[config.mk]
export PLATFORM = sky130hd
export DESIGN_NAME = rs232_response_transmitter
export DESIGN_NICKNAME = d
export VERILOG_FILES = /design/src/rtl/rs232_response_transmitter.sv
export SDC_FILE = /design/constraint.sdc
export NUM_CORES = 1
export LEC_CHECK = 0
export ABC_AREA = 1
export CAP_MARGIN = 30
export CORE_ASPECT_RATIO = 1.1
export CORE_MARGIN = 2
export CORE_UTILIZATION = 60
export CTS_CLUSTER_DIAMETER = 50
export DETAILED_ROUTE_END_ITERATION = 12
export GPL_ROUTABILITY_DRIVEN = 0
export PLACE_DENSITY = 0.86
export SYNTH_ARGS = -nofsm -noshare
export SYNTH_HDL_FRONTEND = slang
export SYNTH_SLANG_ARGS = --single-unit
[constraint.sdc]
create_clock -name clock -period 6.4 [get_ports clock]
set_clock_uncertainty 0.05 [all_clocks]
set_input_delay 0.64 -clock clock [delete_from_list [all_inputs] [get_ports clock]]
set_output_delay 0.64 -clock clock [all_outputs]
set_load 0.005 [all_outputs]
[src/rtl/rs232_response_transmitter.sv]
// Serialises a latched multi-byte response as back-to-back 8N1 UART frames.
// Byte 0 is the top byte of tx_bytes; uart_tx is registered and idles high.
//
// state | meaning
// IDLE  | line high, waiting for a tx_valid rising edge
// START | start bit (low) for one bit period
// DATA  | eight data bits, LSB first
// STOP  | stop bit (high); chains to START while bytes remain
module rs232_response_transmitter #(
    parameter int MAX_BYTES    = 6,
    parameter int CLKS_PER_BIT = 434,
    parameter int CNT_WIDTH    = 16
) (
    input  logic                   clock,
    input  logic                   reset,
    input  logic [MAX_BYTES*8-1:0] tx_bytes,
    input  logic [3:0]             tx_num_bytes,
    input  logic                   tx_valid,
    output logic                   uart_tx,
    output logic                   busy,
    output logic                   done,
    output logic                   overrun
);

    localparam int                   W        = MAX_BYTES * 8;
    localparam logic [CNT_WIDTH-1:0] BIT_LOAD = CNT_WIDTH'(CLKS_PER_BIT - 1);
    localparam logic [3:0]           MAX_N    = 4'(MAX_BYTES);

    typedef enum logic [1:0] {IDLE, START, DATA, STOP} state_t;

    state_t               state, state_next;
    logic                 tx_valid_last;
    logic [CNT_WIDTH-1:0] period_cnt, period_next;
    logic [2:0]           bit_cnt, bit_next;
    logic [3:0]           remaining, remaining_next;
    logic [W-1:0]         shadow, shadow_next;
    logic                 busy_next, done_next, overrun_next, uart_tx_next;

    logic                 request;
    logic                 period_tc;
    logic                 accept_slot;
    logic [3:0]           num_clamped;
    logic [7:0]           cur_byte;

    assign request     = tx_valid & ~tx_valid_last;
    assign period_tc   = (period_cnt == '0);
    assign num_clamped = (tx_num_bytes > MAX_N) ? MAX_N : tx_num_bytes;

    always_ff @(posedge clock or posedge reset) begin
        if (reset) begin
            state         <= IDLE;
            tx_valid_last <= 1'b0;
            period_cnt    <= '0;
            bit_cnt       <= '0;
            remaining     <= '0;
            shadow        <= '0;
            uart_tx       <= 1'b1;
            busy          <= 1'b0;
            done          <= 1'b0;
            overrun       <= 1'b0;
        end else begin
            state         <= state_next;
            tx_valid_last <= tx_valid;
            period_cnt    <= period_next;
            bit_cnt       <= bit_next;
            remaining     <= remaining_next;
            shadow        <= shadow_next;
            uart_tx       <= uart_tx_next;
            busy          <= busy_next;
            done          <= done_next;
            overrun       <= overrun_next;
        end
    end

    always_comb begin
        state_next     = state;
        period_next    = period_cnt;
        bit_next       = bit_cnt;
        remaining_next = remaining;
        shadow_next    = shadow;
        busy_next      = busy;
        done_next      = 1'b0;
        overrun_next   = 1'b0;
        accept_slot    = 1'b0;

        case (state)
            IDLE: accept_slot = 1'b1;
            START: begin
                if (period_tc) begin
                    state_next  = DATA;
                    period_next = BIT_LOAD;
                    bit_next    = 3'd0;
                end else begin
                    period_next = period_cnt - 1'b1;
                end
            end
            DATA: begin
                if (period_tc) begin
                    period_next = BIT_LOAD;
                    if (bit_cnt == 3'd7) state_next = STOP;
                    else bit_next = bit_cnt + 3'd1;
                end else begin
                    period_next = period_cnt - 1'b1;
                end
            end
            STOP: begin
                if (period_tc) begin
                    if (remaining > 4'd1) begin
                        remaining_next = remaining - 4'd1;
                        shadow_next    = shadow << 8;
                        state_next     = START;
                        period_next    = BIT_LOAD;
                    end else begin
                        state_next  = IDLE;
                        busy_next   = 1'b0;
                        done_next   = 1'b1;
                        accept_slot = 1'b1;
                    end
                end else begin
                    period_next = period_cnt - 1'b1;
                end
            end
            default: state_next = IDLE;
        endcase

        // A request landing on the completion edge is a fresh start, not an overrun.
        if (request) begin
            if (accept_slot) begin
                if (num_clamped != 4'd0) begin
                    state_next     = START;
                    shadow_next    = tx_bytes;
                    remaining_next = num_clamped;
                    period_next    = BIT_LOAD;
                    bit_next       = 3'd0;
                    busy_next      = 1'b1;
                end else begin
                    done_next = 1'b1;
                end
            end else begin
                overrun_next = 1'b1;
            end
        end
    end

    // Line level is computed from next-state values so uart_tx changes on the accepting edge.
    always_comb begin
        cur_byte = shadow_next[W-1 -: 8];
        case (state_next)
            START:   uart_tx_next = 1'b0;
            DATA:    uart_tx_next = cur_byte[bit_next];
            default: uart_tx_next = 1'b1;
        endcase
    end

endmodule
==> qor.yml <==
syn-instance-count: 590
synthToLayoutAreaGrowth_pct: 18.2
cellPowerDensity_mw_per_mm2: 180
wl_met2_um: 5620
synth_top_family_by_area: "simple AND/OR/NAND/NOR gates"
first_iter_violations: 458
ys.flop_type: "dfrtp_1"
cp-start-kind: "flop"
switching_power_uw: 208
p_int_uw: 745
pre_cts_slack_ns: 3.01
final-seq-area_mm2: 0.00195
core_area_mm2: 0.00735
post_route_cells_drive_above_1_share_pct: 8.91
synth_seq_area_share_pct: 43.6
vias: 4236
path_clk_slew_ns: 0.08
power.share.combinational_pct: 5.4
fp.dieW_um: 86.4
fillers: 559
worst_path_max_delay_cell: "buf_4"
path_cells: "inv_1 -> ha_1 -> inv_1 -> nand3_4 -> buf_4 -> nand3_1 -> nand2_1 -> nand2_1 -> nand2_1 -> nand3_1 -> nand3_1 -> nand2_1"
dr.pass1.iters: 6
fin_nets: 700
multi_input_area_mm2: 0.00209
clkPwrFrac_pct: 42.8
avgRoutedWirePerCell_um: 15.1
syn_area_mm2: 0.00448
gr-usage-all-layers_pct: 28.4
irDropWorstVdd_uv: 143
yosys.area_share.simple_pct: 30.9
ctsHoldBuffers: 0
final_cell_mix: "nand2_1, dfrtp_1, inv_1"
antenna_found_initial: 0
async_flop_share_pct: 100
swShare_pct: 21.8
num_io_pins: 59
power_frac_seq_pct: 51.8
whs_ns: 0.455
grt_remaining_overflow: 0
num_rows: 33
root_buffer: "clkbuf_8"
remaining_drc_errors: 0
critPathKind: "reg -> reg"
post-route-min-period_ns: 3.15
clock.fmax_ghz: 0.318
clock_path_buffers: 2
worstPathRequired_ns: 6.63
synth_cell_types: 41
wl_met1_um: 4410
finish.utilization_pct: 72.1
p_total_uw: 952
synth-compound-area-share_pct: 12.4
slew_headroom_pct: 33.7
synth-seq-cells: 78
hpwlAfterDp_um: 7550
cts_tree: "yes"
synth_edf_count: 0
critPathCaptureType: "flop"
die_y_um: 94.6
syn_avg_cell_area_um2: 7.59
die_area_mm2: 0.00818
synth_mux_area_share_pct: 0
highest_layer: "met4"
grt_pass1_vias: 4222
synth_warnings: 0
drv_slew: 0
worstSkewPairLatency_ns: 0.35
cp_max_fo: 84
post_cts_buffers: 0
path_common_cell: "nand2_1"
reg2regPathDepth: 12
hold_class: "reg -> reg"
worst_slack_ns: 3.25
max_stage_delay_ns: 0.67
tightest_slew_ns: 0.993
setup_violations: 0
final_common_cell: "nand2_1"
cts_buffers: 9
viasPerCell: 5.83
met3_length_um: 585
diodes: 0
synth_xor_area_share_pct: 0.782
hold_viol_final: 0
p_leak_uw: 0.00271
crit_arrival_ns: 3.38
synthAdderAreaFrac_pct: 2.51
grt_max_degree: 85
tns_ns: 0
grt_pass1_wl_um: 18500
rsz0062_at_grt: "no"
cts.sinks: 78
htreeDepth: 3
io_buffers: 58
postRouteAntennaNets: 0
ctsResizeCount: 0
syn_nets: 654
hold_depth: 2
period_share_pct: 49.2
drv_cap: 0
wl_um: 11000
status: "finished clean"
start_util_pct: 61.0
power by group through the flow:
stage	clock network [µW]	registers (µW)	logic (µW)
detailed placement	0	503	50.0
CTS	410	493	50.3
floorplan	0	503	10.5
global placement	0	503	50.0
global route	430	493	56.6
finish	407	493	51.6
final timing paths:
check                           from  slack (ns)      endpoint
min                        shadow[1]        0.46     shadow[1]
max reg2reg                 state[0]        3.25       uart_tx
min reg2reg                shadow[1]        0.46     shadow[1]
min in group asynchronous      reset        0.56  remaining[3]
max in group asynchronous      reset        5.13       uart_tx
max                         state[0]        3.25       uart_tx
metal layers:
layer,track usage [%],up-vias
met5,0,-
met1,35.5,2005
met3,5.16,41
li1,-,2029
met2,47.9,161
met4,13.0,0
worst max-delay path, delay by kind of cell, from the launching register on:
| kind | cells | cell delay [ns] |
|---|---|---|
| flip-flops | 1 | 0.43 |
| adder cells (fa/ha/maj) | 1 | 0.46 |
| buffers and inverters | 3 | 1.06 |
| AND/OR/NAND/NOR | 8 | 1.04 |
per-stage QoR:
step / std cells / instance area, µm²
4_1_cts: 726 / 5270
2_1_floorplan: 590 / 4480
3_3_place_gp: 711 / 5060
3_5_place_dp: 711 / 5060
5_1_grt: 727 / 5300
6_report: 727 / 5300
final cells by class:
type	count	share of cell area, %
well taps	87	2.05
clock inverters	5	1.58
flip-flops and latches	78	36.9
multi-input cells	405	39.4
clock buffers	10	2.41
inverters	79	5.64
repair buffers	63	12.0
flip-flops by register name, indices dropped and copies added, names as in the netlist:
register / count
period_cnt: 16
remaining: 4
bit_cnt: 3
overrun: 1
tx_valid_last: 1
state: 2
busy: 1
done: 1
uart_tx: 1
shadow: 48
cell usage after synthesis, drive strengths merged (2+ instances only):
cell / instances / area share, %
nand2: 135 / 12
inv: 79 / 6.7
dfrtp: 77 / 43
nor2: 75 / 7.8
nand3: 67 / 8.1
a31oi: 35 / 4.9
o21ai: 34 / 3.8
buf: 19 / 2.4
nand4: 12 / 1.8
clkbuf: 9 / 0.75
ha: 9 / 2.5
a21oi: 8 / 0.89
nor3: 7 / 1.0
a221oi: 3 / 0.59
o211ai: 3 / 0.50
o31ai: 3 / 0.50
xor2: 3 / 0.59
o22ai: 2 / 0.28
kinds of logic (layout without fill, tap and decap cells):
| logic type | Yosys count | in the layout |
|---|---|---|
| compound gates | 93 | 93 |
| xor+xnor | 4 | 4 |
| fa+ha+maj | 9 | 9 |
| buf+inv | 107 | 157 |
| flops | 78 | 78 |
| simple gates | 299 | 299 |
Power figures use the tool's default switching activity.
